===== config.mk =====
export PLATFORM = sky130hd
export DESIGN_NAME = mem_bus_interconnect
export DESIGN_NICKNAME = d
export VERILOG_FILES = /design/src/rtl/mem_bus_pkg.sv /design/src/rtl/mem_bus_addr_decode.sv /design/src/rtl/mem_bus_interconnect.sv
export SDC_FILE = /design/constraint.sdc
export NUM_CORES = 1
export LEC_CHECK = 0
export CAP_MARGIN = 5
export CORE_AREA = 2 2 188 190
export DETAILED_ROUTE_END_ITERATION = 8
export DIE_AREA = 0 0 190 192
export DONT_BUFFER_PORTS = 1
export HOLD_SLACK_MARGIN = 0.15
export PLACE_DENSITY = 0.36
export SLEW_MARGIN = 20
export SYNTH_ARGS = -nofsm -noshare
export SYNTH_HDL_FRONTEND = slang
export SYNTH_SLANG_ARGS = --single-unit

===== constraint.sdc =====
create_clock -name clk -period 1.7 [get_ports clk]
set_input_delay 0.085 -clock clk [delete_from_list [all_inputs] [get_ports clk]]
set_output_delay 0.085 -clock clk [all_outputs]
set_load 0.005 [all_outputs]

===== src/rtl/mem_bus_pkg.sv =====
// Shared encodings for the picorv32 native-bus interconnect: FSM states,
// error causes and the default error read data.
package mem_bus_pkg;

    typedef enum logic [1:0] {
        IDLE   = 2'd0,
        ACTIVE = 2'd1,
        RESP   = 2'd2,
        ERR    = 2'd3
    } state_t;

    localparam logic [1:0]  ERR_NONE          = 2'b00;
    localparam logic [1:0]  ERR_UNMAPPED      = 2'b01;
    localparam logic [1:0]  ERR_TIMEOUT       = 2'b10;
    localparam logic [31:0] ERR_RDATA_DEFAULT = 32'hDEAD_BEEF;

    function automatic int sel_width(input int n);
        return (n > 1) ? $clog2(n) : 1;
    endfunction

endpackage


===== src/rtl/mem_bus_addr_decode.sv =====
// Table-driven address decode: masked compare against each target's base,
// lowest matching index wins.
module mem_bus_addr_decode
    import mem_bus_pkg::*;
#(
    parameter int                      N_TARGETS = 8,
    parameter int                      SEL_W     = sel_width(N_TARGETS),
    parameter logic [32*N_TARGETS-1:0] BASE      = {N_TARGETS{32'h0}},
    parameter logic [32*N_TARGETS-1:0] MASK      = {N_TARGETS{32'hFF00_0000}}
) (
    input  logic [31:0]      addr,
    output logic             hit,
    output logic [SEL_W-1:0] sel
);

    always_comb begin
        hit = 1'b0;
        sel = '0;
        // Scan downward so the lowest matching index is the last one written.
        for (int i = N_TARGETS - 1; i >= 0; i--) begin
            if ((addr & MASK[32*i +: 32]) == (BASE[32*i +: 32] & MASK[32*i +: 32])) begin
                hit = 1'b1;
                sel = SEL_W'(i);
            end
        end
    end

endmodule


===== src/rtl/mem_bus_interconnect.sv =====
// One-master / N-target picorv32 bus interconnect with latched target select,
// registered response path, unmapped/timeout error responses and sticky capture.
module mem_bus_interconnect
    import mem_bus_pkg::*;
#(
    parameter int                      N_TARGETS      = 8,
    parameter logic [32*N_TARGETS-1:0] BASE           = {N_TARGETS{32'h0}},
    parameter logic [32*N_TARGETS-1:0] MASK           = {N_TARGETS{32'hFF00_0000}},
    parameter int                      TIMEOUT_CYCLES = 255,
    parameter int                      TO_BITS        = 8,
    parameter logic [31:0]             ERR_RDATA      = ERR_RDATA_DEFAULT
) (
    input  logic                      clk,
    input  logic                      resetn,
    input  logic                      mem_valid,
    input  logic [31:0]               mem_addr,
    input  logic [31:0]               mem_wdata,
    input  logic [3:0]                mem_wstrb,
    output logic                      mem_ready,
    output logic [31:0]               mem_rdata,
    output logic [N_TARGETS-1:0]      t_valid,
    output logic [31:0]               t_addr,
    output logic [31:0]               t_wdata,
    output logic [3:0]                t_wstrb,
    input  logic [N_TARGETS-1:0]      t_ready,
    input  logic [32*N_TARGETS-1:0]   t_rdata,
    input  logic                      err_clear,
    output logic                      err_pulse,
    output logic                      err_valid,
    output logic [1:0]                err_cause,
    output logic [31:0]               err_addr
);

    localparam int                 SEL_W   = sel_width(N_TARGETS);
    localparam logic [TO_BITS-1:0] TO_LAST = TO_BITS'(TIMEOUT_CYCLES - 1);

    state_t             state;
    logic [SEL_W-1:0]   sel;
    logic [SEL_W-1:0]   dec_sel;
    logic               hit;
    logic               hold;
    logic [TO_BITS-1:0] cnt;
    logic               sel_ready;
    logic [31:0]        sel_rdata;
    logic               enter_err;
    logic [1:0]         new_cause;
    logic [31:0]        new_addr;

    mem_bus_addr_decode #(
        .N_TARGETS (N_TARGETS),
        .SEL_W     (SEL_W),
        .BASE      (BASE),
        .MASK      (MASK)
    ) u_decode (
        .addr (mem_addr),
        .hit  (hit),
        .sel  (dec_sel)
    );

    assign sel_ready = t_ready[sel];
    assign sel_rdata = t_rdata[32*sel +: 32];

    always_comb begin
        enter_err = 1'b0;
        new_cause = ERR_NONE;
        new_addr  = mem_addr;
        if (state == IDLE && mem_valid && !hold && !hit) begin
            enter_err = 1'b1;
            new_cause = ERR_UNMAPPED;
        end else if (state == ACTIVE && mem_valid && !sel_ready && cnt == TO_LAST) begin
            enter_err = 1'b1;
            new_cause = ERR_TIMEOUT;
            new_addr  = t_addr;
        end
    end

    always_ff @(posedge clk or negedge resetn) begin
        if (!resetn) begin
            state     <= IDLE;
            sel       <= '0;
            hold      <= 1'b0;
            cnt       <= '0;
            mem_ready <= 1'b0;
            mem_rdata <= '0;
            t_valid   <= '0;
            t_addr    <= '0;
            t_wdata   <= '0;
            t_wstrb   <= '0;
            err_pulse <= 1'b0;
            err_valid <= 1'b0;
            err_cause <= ERR_NONE;
            err_addr  <= '0;
        end else begin
            mem_ready <= 1'b0;
            err_pulse <= 1'b0;
            hold      <= 1'b0;
            if (err_clear) begin
                err_valid <= 1'b0;
                err_cause <= ERR_NONE;
                err_addr  <= '0;
            end
            // A capture coinciding with a clear overrides the clear.
            if (enter_err && (!err_valid || err_clear)) begin
                err_valid <= 1'b1;
                err_cause <= new_cause;
                err_addr  <= new_addr;
            end
            case (state)
                IDLE: begin
                    if (mem_valid && !hold) begin
                        if (hit) begin
                            sel     <= dec_sel;
                            t_addr  <= mem_addr;
                            t_wdata <= mem_wdata;
                            t_wstrb <= mem_wstrb;
                            t_valid <= N_TARGETS'(1) << dec_sel;
                            cnt     <= '0;
                            state   <= ACTIVE;
                        end else begin
                            mem_ready <= 1'b1;
                            mem_rdata <= ERR_RDATA;
                            err_pulse <= 1'b1;
                            state     <= ERR;
                        end
                    end
                end
                ACTIVE: begin
                    if (!mem_valid) begin
                        t_valid <= '0;
                        state   <= IDLE;
                    end else if (sel_ready) begin
                        mem_rdata <= sel_rdata;
                        mem_ready <= 1'b1;
                        t_valid   <= '0;
                        state     <= RESP;
                    end else if (cnt == TO_LAST) begin
                        mem_rdata <= ERR_RDATA;
                        mem_ready <= 1'b1;
                        err_pulse <= 1'b1;
                        t_valid   <= '0;
                        state     <= ERR;
                    end else begin
                        cnt <= cnt + 1'b1;
                    end
                end
                // The cycle after a response ignores mem_valid: picorv32 drops it a cycle late.
                RESP, ERR: begin
                    hold  <= 1'b1;
                    state <= IDLE;
                end
                default: state <= IDLE;
            endcase
        end
    end

    a_onehot_t_valid: assert property (@(posedge clk) disable iff (!resetn) $onehot0(t_valid));

endmodule


# Word-level counts from Yosys, hierarchy flattened
# Cells that the tools add are included.
op_classes:
  add_sub_neg: 1
  eq_ne: 12
  n_mux: 47
  reduce_logical: 23
op_table:
  columns: ["cell", "n"]
  rows:
  - ["32-bit 2-to-1 mux", 9]
  - ["8-bit 2-to-1 mux", 10]
  - ["32-bit one-hot mux with 2 select lines", 1]
  - ["32-bit logical NOT", 1]
  - ["8-bit one-hot mux with 2 select lines", 2]
  - ["2-bit 2-to-1 mux", 9]
  - ["1-bit 2-to-1 mux", 13]
  - ["2-bit inequality test (second input constant)", 5]
  - ["8-bit by 1-bit adder with 8-bit output (second input constant)", 1]
  - ["8-bit equality test (second input constant)", 1]
  - ["1-bit logical AND", 8]
  - ["2-bit one-hot mux with 3 select lines", 1]
  - ["6-bit AND reduction", 1]
  - ["5-bit AND reduction", 1]
  - ["2-bit equality test (second input constant)", 2]
  - ["1-bit logical NOT", 4]
  - ["4-bit by 3-bit inequality test with 1-bit output (second input constant)", 1]
  - ["1-bit one-hot mux with 2 select lines", 2]
  - ["4-bit AND reduction", 1]
  - ["2-bit nonzero test", 2]
  - ["3-bit by 2-bit inequality test with 1-bit output (second input constant)", 1]
  - ["3-bit AND reduction", 1]
  - ["2-bit by 1-bit equality test with 1-bit output (second input constant)", 1]
  - ["2-bit logical NOT", 1]
  - ["4 further kinds", 4]
word_totals:
  regBits: 156
  input_bits: 336
  output_inout_bits: 145

# Longest topological paths before layout
depth:
  ltp_word: 8
  depth_mapped: 9
  depth_no_buf: 7

# Cells and area by module
# From an unflattened synthesis, not the netlist that was laid out.
unflattened:
  hier_cells: 755
  hier_area_um2: 8540.7
modules_own_cells:
  columns: ["mod", "n_inst", "cells_each", "area_per_inst_um2"]
  rows:
  - ["mem_bus_interconnect", 1, 748, 8495.6]
  - ["mem_bus_addr_decode", 1, 7, 45.0]

# Worst setup path after synthesis
# No wires, ideal clock.
synth_timing:
  path_type: "register to register"
  startpoint: "register state[1]"
  endpoint: "register cnt[6]"
  setup_time_ps: 73
  arrival_time_ps: 1764
  required_ps: 1627
  setup_slack_ps: -137
  path_stages_with_launch: 7
  n_path_buf: 1
  synth_period_minus_slack_ps: 1837
  cell_sequence: "dfrtp_1 > or4b_1 > nand2_2 > nand3_2 > buf_6 > or3_1 > a21oi_2"
synth_via:
  elab_chain_len: 3
  word_cells_on_any_way: 10
  classes_between: "6 x eq/ne; 1 x mux; 3 x reduce/logical"
synth_rtl:
  columns: ["item", "line", "source"]
  rows:
  - ["from (decl)", "mem_bus_interconnect.sv:37", "state_t state;"]
  - ["from (signal assigned)", "mem_bus_interconnect.sv:79", "state <= IDLE;"]
  - ["from (signal assigned)", "mem_bus_interconnect.sv:118", "state <= ACTIVE;"]
  - ["from (signal assigned)", "mem_bus_interconnect.sv:123", "state <= ERR;"]
  - ["2-bit by 1-bit equality test with 1-bit output / 2-bit logical NOT (equally long branches)", "mem_bus_interconnect.sv:108", "case (state)"]
  - ["2-bit inequality test (no line), or another cell as far along", null, null]
  - ["6-bit AND reduction (no line)", null, null]
  - ["to (signal assigned)", "mem_bus_interconnect.sv:143", "cnt <= cnt + 1'b1;"]
  - ["to (decl)", "mem_bus_interconnect.sv:42", "logic [TO_BITS-1:0] cnt;"]
# Several ways; a longest one is shown, not always the timed one.
# A chain may end at the register's enable or synchronous reset.

# Final worst setup path
layout_timing:
  startpoint: "register state[1]"
  endpoint: "register cnt[5]"
# Same word-level chain as after synthesis.

==> flow_summary.yaml <==
timing:
  finalHoldViolCount: 149
  fmax_ghz: 0.543
  rsz0062_at_grt: "true"
  post-route-period-util_pct: 108
  setup_violations: 130
  hold_slack_ns: -0.659
  fin_worst_skew_ns: 0.0142
  slew_violations: 0
  min_period_ns: 1.84
  final.setup.worst_slack_ns: -0.143
  tns_ns: -8.51
global_route:
  track_usage_pct: 11.7
  grtUsageMet2_pct: 18.7
  grt-ovfl-total: 0
  grt_start_max_net_pins: 150
  top_usage_layer: "met2"
  use_met1_pct: 14.0
  grt_antenna_before_repair: 0
  grt_pass1_wl_um: 32100
  grt_pass1_vias: 5364
  grtUsageMet3_pct: 5.57
layout:
  fillers: 3452
  syn2layout_area_growth_pct: 68.0
  diodes: 0
  multiInputGateArea_um2: 3060
  finalNetCount: 1119
  ff_latch_area_um2: 3730
  stdcell_count: 1249
  final_util_pct: 29.9
  drive_gt1_share_pct: 31.6
  fin_area_um2: 10300
place:
  post-place-cells: 1083
  place_area_um2: 7020
  dp_slack_ns: -0.225
  hpwlAfterDp_um: 13400
  gp_congestion: 0.693
  io_buffers: 0
detailed_routing:
  drt_pre_antenna_iters: 4
  drtAntennaViolNets: 0
  drt_first_iter_violations: 123
  wire_per_inst_um: 18.0
  post_drt_via_cell_ratio: 4.10
  vias: 5122
  drc_errors: 0
  wl_um: 22500
worst_setup_path:
  critPathLaunchType: "flop"
  worst_setup_path_end_kind: "flop"
  crit_path_max_incr_delay_ns: 0.58
  worstSetupPathType: "reg -> reg"
  r2r_start: "state[1]"
  crit_buf_inv: 0
  critical-path-top-delay-family: "simple AND/OR/NAND/NOR gates"
  cp_slowest_cell: "or4b_4"
  path_cells: "or4b_4 > nand2_4 > nand3_4 > or4_1 > a21oi_1"
  cp.arrival_ns: 2.20
  ff2ff_path_depth: 5
  cp_max_fo: 6
  critPathRequiredTime_ns: 2.06
  rrSetupSlack_ns: -0.14
  regToRegEndpoint: "cnt[5]"
cts:
  htreeDepth: 4
  path_clk_slew_ns: 0.07
  root_buffer: "clkbuf_16"
  cts_tree: "built"
  clockBufferDepth: 2
  clkLatencyLatePin_ns: 0.44
  numCtsBuffers: 17
  cts_sinks: 149
die:
  core_area_um2: 34300
  rows: 68
  die_w_um: 190
  die_h_um: 192
  start_util_pct: 17.8
  die_area_um2: 36500
  io_pins: 481
synthesis:
  synthArstFlopShare_pct: 100
  synth_edf_count: 0
  yosysWarnings: 0
  synth_ff_type: "dfrtp_1"
  seq_area_frac_synth_pct: 61.1
  synth_area_um2: 6100
  synth_cells: 618
  synth_seq_cells: 149
  synth_cell_type_count: 45
  postSynthAreaPerCell_um2: 9.87
run_status:
  violations: "negative hold slack, negative setup slack"
  status: "finished, violations left"
power:
  total_power_mw: 14.0
  peakVddDrop_mv: 0.955
  p_leak_nw: 4.69
  powerDensity_nw_per_um2: 1370
job:
  maxCapViolCount: 0
hold_path:
  hp-class: "in -> async"
## metal layers
metal  up-vias  wire (µm)
met4         0        243
met2       201      11000
met5         -          0
met3        17       2110
li1       2404          -
met1      2500       9220
## report_power, final
part / switching, mW / internal, mW
sequential: 0.818 / 4.27
combinational: 2.37 / 2.65
clock: 1.74 / 2.20
## placed cells by master, fill, tap and decap left out, types with 12 or more instances in the layout
master           n
o2bb2ai_2       23
o22ai_4         12
nand2_1        196
buf_12          16
buf_4           36
nor3_4          23
dlygate4sd3_1  103
dfrtp_1        147
clkbuf_16       25
inv_1           30
a21oi_2         24
## layout make-up
cell class                 instances  area share, %
multi-input combinational        399           29.8
timing repair buffer             184           21.3
inverter                          30           1.10
clock inverter                    15           1.67
clock buffer                      17           4.15
sequential                       149           36.4
tap                              455           5.55
## worst register-to-register path: stages, from the launching register on
cell and delay (ns):
dfrtp_2 0.46, or4b_4 0.58, nand2_4 0.09, nand3_4 0.09, or4_1 0.41, a21oi_1 0.13
## registers in the layout, summed over array words and instances (netlist names)
register,count
t_valid,1
err_cause,2
err_pulse,1
cnt,8
state,2
hold,1
t_addr,32
t_wdata,32
t_wstrb,4
mem_ready,1
err_addr,32
err_valid,1
mem_rdata,32
## Yosys cell counts (all sizes together) (2+ instances only)
cell	instances	area [µm²]
a21oi	32	171
buf	26	168
clkbuf	21	78.8
dfrtp	149	3730
ha	2	25.0
inv	30	113
nand2	204	768
nand3	5	30.0
nand4	2	12.5
nor2	5	18.8
nor2b	10	62.6
nor3	26	141
o21ai	18	105
o22ai	32	200
o2bb2ai	31	272
o32ai	2	17.5
or3	4	25.0
or4	3	30.0
## worst max path at each step
| stage | startpoint | endpoint | slack (ns) | cells past startpoint |
|---|---|---|---|---|
| CTS | state[1] | cnt[5] | -0.12 | 5 |
| global placement | state[1] | cnt[5] | -0.23 | 5 |
| floorplan | state[1] | cnt[6] | -0.06 | 6 |
| detailed placement | state[1] | err_addr[5] | -0.23 | 6 |
| finish | state[1] | cnt[5] | -0.14 | 5 |
| global route | state[1] | cnt[5] | -0.23 | 5 |
## timing repair
item	in CTS	in global routing
resized for setup	94	113
hold buffers	101	2
hold endpoints to repair	286	171
pin swaps	8	45
setup buffers	14	2
cloned	8	9
setup endpoints to repair	132	139
## cell families (layout without fill, tap and decap cells)
logic type,count (synthesis),after routing,share of synthesized area [%]
and+or+nand+nor,269,270,19.3
adders and majority gates,2,2,0.410
other,1,7,0.0615
xor gates and xnor gates,1,1,0.144
AOI/OAI and AO/OA,119,119,13.1
DFF,149,149,61.1
buffers and inverters,77,246,5.88
(Power assumes the default switching activity.)
